$ cat config.mk
export PLATFORM = sky130hd
export DESIGN_NAME = store_unit
export DESIGN_NICKNAME = d
export VERILOG_FILES = /design/src/rtl/store_unit.sv
export SDC_FILE = /design/constraint.sdc
export NUM_CORES = 1
export LEC_CHECK = 0
export CAP_MARGIN = 20
export CORE_MARGIN = 2
export CORE_UTILIZATION = 58
export CTS_CLUSTER_DIAMETER = 150
export DETAILED_ROUTE_END_ITERATION = 10
export DONT_BUFFER_PORTS = 1
export PLACE_DENSITY = 0.74
export SETUP_SLACK_MARGIN = 0.05
export SYNTH_ARGS = -nofsm -noshare
export SYNTH_HDL_FRONTEND = slang
export SYNTH_SLANG_ARGS = --single-unit
$ cat constraint.sdc
create_clock -name i_clk -period 2.6 [get_ports i_clk]
set_input_delay 0.13 -clock i_clk [delete_from_list [all_inputs] [get_ports i_clk]]
set_output_delay 0.13 -clock i_clk [all_outputs]
set_load 0.005 [all_outputs]
$ cat src/rtl/store_unit.sv
// store_unit: store execution stage between the control FSM and the memory/MMU port.
//   Accepts one store request, builds byte strobes and lane-replicated write data,
//   runs a valid/ready handshake with an optional timeout, and reports the outcome as a
//   single pulse: done, misaligned trap or access fault. Misaligned stores never reach the bus.
// Ports:
//   i_clk, i_reset          clock (rising edge), synchronous active-high reset
//   i_start                 one-cycle request pulse, honoured only when idle
//   i_storeop               store op from the decoder (SB/SH/SW, other codes write no bytes)
//   i_is_store_unaligned    misaligned flag from the decoder
//   i_addr, i_wdata_in      effective address and unshifted rs2 value
//   o_mem_valid, i_mem_ready, o_mem_addr, o_mem_wdata, o_mem_wstrb   bus request
//   o_busy                  high whenever not idle
//   o_done, o_trap_misaligned, o_trap_access_fault   one-cycle outcome pulses
//   o_trap_addr             original address of the last accepted request, for mtval
module store_unit #(
    parameter int TIMEOUT_CYCLES = 256,
    parameter int ADDR_WIDTH     = 32,
    parameter int STORE_OP_WIDTH = 2
) (
    input  logic                      i_clk,
    input  logic                      i_reset,
    input  logic                      i_start,
    input  logic [STORE_OP_WIDTH-1:0] i_storeop,
    input  logic                      i_is_store_unaligned,
    input  logic [ADDR_WIDTH-1:0]     i_addr,
    input  logic [31:0]               i_wdata_in,
    output logic                      o_mem_valid,
    input  logic                      i_mem_ready,
    output logic [ADDR_WIDTH-1:0]     o_mem_addr,
    output logic [31:0]               o_mem_wdata,
    output logic [3:0]                o_mem_wstrb,
    output logic                      o_busy,
    output logic                      o_done,
    output logic                      o_trap_misaligned,
    output logic                      o_trap_access_fault,
    output logic [ADDR_WIDTH-1:0]     o_trap_addr
);
    localparam logic [STORE_OP_WIDTH-1:0] OP_SB = STORE_OP_WIDTH'(0);
    localparam logic [STORE_OP_WIDTH-1:0] OP_SH = STORE_OP_WIDTH'(1);
    localparam logic [STORE_OP_WIDTH-1:0] OP_SW = STORE_OP_WIDTH'(2);
    localparam logic [31:0] TO_LAST = 32'(TIMEOUT_CYCLES - 1);

    typedef enum logic [2:0] {S_IDLE, S_REQ, S_DONE, S_TRAP, S_FAULT} state_t;

    state_t                r_state;
    logic [31:0]           r_cnt;
    logic                  r_mem_valid;
    logic [ADDR_WIDTH-1:0] r_mem_addr;
    logic [31:0]           r_mem_wdata;
    logic [3:0]            r_mem_wstrb;
    logic                  r_done;
    logic                  r_trap_mis;
    logic                  r_trap_fault;
    logic [ADDR_WIDTH-1:0] r_trap_addr;
    logic [1:0]            w_off;
    logic [3:0]            w_wstrb;
    logic [31:0]           w_wdata;

    assign w_off = i_addr[1:0];

    // Lane data is replicated rather than shifted, so the strobes alone select the bytes.
    always_comb begin
        w_wstrb = (i_storeop == OP_SB) ? 4'b0001 << w_off :
                  (i_storeop == OP_SH) ? 4'b0011 << w_off :
                  (i_storeop == OP_SW) ? 4'b1111 : 4'b0000;
        w_wdata = (i_storeop == OP_SH) ? {2{i_wdata_in[15:0]}} :
                  (i_storeop == OP_SW) ? i_wdata_in : {4{i_wdata_in[7:0]}};
    end

    always_ff @(posedge i_clk) begin
        if (i_reset) begin
            r_state      <= S_IDLE;
            r_cnt        <= '0;
            r_mem_valid  <= 1'b0;
            r_mem_addr   <= '0;
            r_mem_wdata  <= '0;
            r_mem_wstrb  <= '0;
            r_done       <= 1'b0;
            r_trap_mis   <= 1'b0;
            r_trap_fault <= 1'b0;
            r_trap_addr  <= '0;
        end else begin
            r_done       <= 1'b0;
            r_trap_mis   <= 1'b0;
            r_trap_fault <= 1'b0;
            case (r_state)
                S_IDLE: if (i_start) begin
                    r_trap_addr <= i_addr;
                    r_mem_addr  <= {i_addr[ADDR_WIDTH-1:2], 2'b00};
                    r_mem_wdata <= w_wdata;
                    r_mem_wstrb <= w_wstrb;
                    r_cnt       <= '0;
                    if (i_is_store_unaligned) begin
                        r_state    <= S_TRAP;
                        r_trap_mis <= 1'b1;
                    end else begin
                        r_state     <= S_REQ;
                        r_mem_valid <= 1'b1;
                    end
                end
                // Ready is tested first so it beats a timeout on the same cycle.
                S_REQ: if (i_mem_ready) begin
                    r_state     <= S_DONE;
                    r_done      <= 1'b1;
                    r_mem_valid <= 1'b0;
                end else if (TIMEOUT_CYCLES != 0 && r_cnt == TO_LAST) begin
                    r_state      <= S_FAULT;
                    r_trap_fault <= 1'b1;
                    r_mem_valid  <= 1'b0;
                end else begin
                    r_cnt <= r_cnt + 32'd1;
                end
                default: r_state <= S_IDLE;
            endcase
        end
    end

    assign o_mem_valid         = r_mem_valid;
    assign o_mem_addr          = r_mem_addr;
    assign o_mem_wdata         = r_mem_wdata;
    assign o_mem_wstrb         = r_mem_wstrb;
    assign o_busy              = (r_state != S_IDLE);
    assign o_done              = r_done;
    assign o_trap_misaligned   = r_trap_mis;
    assign o_trap_access_fault = r_trap_fault;
    assign o_trap_addr         = r_trap_addr;
endmodule

==> impl_summary.md <==
Drt
The sum of routed wire length over all layers is 13600 µm. The detail route stage leaves a number of antenna-violating nets equal to 0. The detailed-route wire length per cell is 18.6 µm.

The residual DRC count is 0. The starting DRC count in detailed routing is 250. The number of detailed-routing iterations run before antenna repair is 5.

Dividing the detail-routed via count by the number of cells gives 6.25. Across all layers, the routed design uses 4584 vias.

Die
Measured along the x axis, the die boundary spans 96.2 µm. The die covers 0.00925 mm². The standard-cell row count is 33. The core area is 0.00822 mm².

The die boundary height is 96.2 µm. 176 I/O pins were placed. For this configuration, the core starts out at a cell density of 60.0%.

Timing
The minimum clock period after layout is 2.44 ns. Measured against its own limit, the worst slew margin works out to 51.6%. The final worst-path setup slack is 0.160 ns. The upper clock frequency limit is 410 MHz. Adding up every negative setup slack in the final design gives 0 ns. The smallest hold slack is 0.00208 ns. The number of hold violations in the final report is 0. The largest clock skew in the final design is 0.0126 ns. The pin slew with the least headroom to its limit is 0.724 ns.

The final-report max-slew violation count is 0. The number of endpoints failing setup at the final stage is 0. After layout, the worst path uses 93.8% of the clock period.

Setup repair after global routing left no endpoint under its margin.

Min path
The worst min-delay path category is input port to register. The startpoint of the most critical hold path is i_storeop[1].

Clocking
The worst-case clock buffer depth is 2. The number of levels the H-tree was split into is 3. Clock tree synthesis found a total of 107 sinks. The clock slew seen by the registers of the worst setup and hold paths is 0.10 ns. At the later pin of the worst-skew pair, clock insertion delay measures 0.38 ns. The tree is rooted in a sky130_fd_sc_hd__clkbuf_8. Clock tree synthesis inserted a total of 9 buffers. The CTS tree is done.

Synth
The post-synthesis instance area is 0.00493 mm². The number of enable flip-flop cells after synthesis is 0. The register bit count reported by yosys is 107. Of all flip-flops after synthesis, the portion carrying an async set or reset was 0%. The synthesized design devotes to its leading area cell type 43.5% of total area. The most used flip-flop cell after synthesis is sky130_fd_sc_hd__dfxtp_1.

Counting every instance in the synthesized netlist gives 605. The sequential-to-total area share from yosys stat is 43.5%. Sorting the synthesized cells by area gives the leading types as sky130_fd_sc_hd__dfxtp_1 43%, sky130_fd_sc_hd__nand2_1 9.4%, sky130_fd_sc_hd__a21oi_1 5.6%. The cell taking the most area after synthesis is sky130_fd_sc_hd__dfxtp_1. The commonest cells after synthesis are 124 x sky130_fd_sc_hd__nand2_1, 107 x sky130_fd_sc_hd__dfxtp_1, 55 x sky130_fd_sc_hd__a21oi_1, 41 x sky130_fd_sc_hd__nor2_1, 32 x sky130_fd_sc_hd__buf_4. During synthesis, Yosys emitted a total of 0 warnings. Synthesis instantiated 56 different standard cells from the library.

The most common cell in the synthesized netlist is sky130_fd_sc_hd__nand2_1. The mean cell area of the mapped netlist is 8.15 µm².

Critical path
The worst setup path is launched from a register. The kind of critical path is register to register. The element type at the critical path end is a register. Setup slack on the worst reg-to-reg path comes out at 0.16 ns. The required time reported for the critical path endpoint is 2.87 ns. The maximum fanout encountered on the critical timing path is 13.

The startpoint identified for the worst register-to-register timing path is r_cnt[0]. The critical path starts at r_cnt[0]. For the worst setup path, the data arrival time is 2.71 ns.

Final layout
The post-route core utilization is 68.6%. The fraction of final layout cells sized beyond drive strength 1 is 6.85%. After the last flow step, the layout net total stands at 699. The repair_antennas step left the layout with diodes totalling 0. Relative to the synthesized area, the layout overhead comes to 14.4%.

Pwr
Combinational cells account for 14.5% of the total power. Net switching is 29.8% of the power. In this run, flip-flops and latches consume 54.9% of the power.

The static leakage power is 2.10 nW. The clock network fraction of total power is 30.6%. The peak supply drop is 0.000364 V. The total power after layout is 0.00339 W. The internal power summed over all cells is 0.00238 W. In this run the power spent charging and discharging nets is 0.00101 W. The total power per unit cell area is 601 mW/mm².

GRT
The overall track demand over capacity in global routing is 28.1%. The wire length of the first global-routing pass is 20200 µm. The final global-route overflow total is 0. The maximum number of pins on one net before global-route repair is 83.

The number of global-route vias before repair is 4183. The initial antenna violation count is 0.

Placed design
The worst setup timing slack at the placement stage is 0.195 ns. The count of buffers added on input and output ports is 0. The estimated wirelength of the detail-placed design is 8360 µm. The placer's final routability congestion estimate is 0.864.

Run
The tool flagged a number of max-cap violations equal to 0.

Outcome
The flow ran to the end, and the final reports show no timing, DRC or antenna violations.
-- state kept, by name, indices dropped and copies added, names as in the netlist --
register             cells
o_mem_wdata             32
o_trap_addr             32
r_cnt                   32
o_mem_wstrb              4
r_state                  3
o_done                   1
o_mem_valid              1
o_trap_access_fault      1
o_trap_misaligned        1
-- cells by family after synthesis --
family,after synthesis,share of synthesized area [%]
other,1,0.0761
flip-flops,107,43.5
AO/OA/AOI/OAI,154,20.3
XOR/XNOR,4,0.711
AND/OR/NAND/NOR,251,23.9
multiplexers,8,1.62
adder cells (fa/ha/maj),5,1.27
buffers and inverters,75,8.63
-- placed cells by master (no fill, tap or decap), types with 8 or more instances in the layout --
| cell type | instances |
|---|---|
| sky130_fd_sc_hd__nand4_1 | 12 |
| sky130_fd_sc_hd__a21oi_1 | 55 |
| sky130_fd_sc_hd__o21ai_0 | 21 |
| sky130_fd_sc_hd__a311oi_1 | 16 |
| sky130_fd_sc_hd__mux2i_1 | 8 |
| sky130_fd_sc_hd__nor3_1 | 8 |
| sky130_fd_sc_hd__and3_1 | 8 |
| sky130_fd_sc_hd__buf_4 | 14 |
| sky130_fd_sc_hd__dlygate4sd3_1 | 59 |
| sky130_fd_sc_hd__nor2_1 | 39 |
| sky130_fd_sc_hd__dfxtp_1 | 107 |
| sky130_fd_sc_hd__nand2_1 | 124 |
| sky130_fd_sc_hd__nand3_1 | 12 |
| sky130_fd_sc_hd__a22oi_1 | 8 |
| sky130_fd_sc_hd__clkbuf_8 | 11 |
| sky130_fd_sc_hd__nor4_1 | 17 |
| sky130_fd_sc_hd__a211oi_1 | 11 |
| sky130_fd_sc_hd__a31oi_1 | 12 |
-- area by class of cell --
| class | count | area, µm² |
|---|---|---|
| fillers | 634 | 2580 |
| inverters | 5 | 18.8 |
| well taps | 105 | 131 |
| flip-flops and latches | 107 | 2140 |
| clock buffers | 11 | 151 |
| clock inverters | 5 | 55.1 |
| repair buffers | 76 | 763 |
| multi-input cells | 424 | 2380 |
-- stage by stage --
step                      area (µm²)  std cells
after floorplan                 4930        606
after global placement          4790        656
after detailed placement        4790        656
after CTS                       5620        732
after global routing            5640        733
final                           5640        733
-- worst paths after layout --
path	to	cells past startpoint
setup reg to reg	r_cnt[27]	6
hold / removal	o_mem_wstrb[1]	3
setup / recovery	r_cnt[27]	6
hold reg to reg	o_mem_wdata[4]	2
-- timing repair --
| action | CTS | global route |
|---|---|---|
| buffers inserted | 0 | 1 |
| hold buffers | 60 | 0 |
| resized for setup | 0 | 1 |
| setup endpoints to repair | 0 | 4 |
| endpoints found under the hold margin | 82 | 0 |
-- power groups by stage --
| stage | clock [W] | sequential, W | combinational, W |
|---|---|---|---|
| after floorplan | 0 | 0.00185 | 0.000366 |
| after global placement | 0 | 0.00189 | 0.000357 |
| after detailed placement | 0 | 0.00190 | 0.000371 |
| after CTS | 0.00105 | 0.00186 | 0.000471 |
| after global routing | 0.00111 | 0.00188 | 0.000545 |
| final | 0.00104 | 0.00186 | 0.000492 |
-- worst max-delay path, stage by stage, from the launching register on --
cell	delay (ns)
sky130_fd_sc_hd__dfxtp_1	0.39
sky130_fd_sc_hd__ha_1	0.26
sky130_fd_sc_hd__nand4_2	0.14
sky130_fd_sc_hd__or3_4	0.38
sky130_fd_sc_hd__or3_1	0.59
sky130_fd_sc_hd__and4_1	0.31
sky130_fd_sc_hd__a211o_1	0.26
-- metal layers --
layer  part of all wire [%]  GRT usage (%)  vias to the layer above
met4                    2.6           15.1                        0
met2                     50           46.5                      244
li1                       -              -                     2180
met3                    8.8           8.54                       33
met5                      0              0                        -
met1                     39           32.5                     2127
Power figures use the tool's default switching activity.
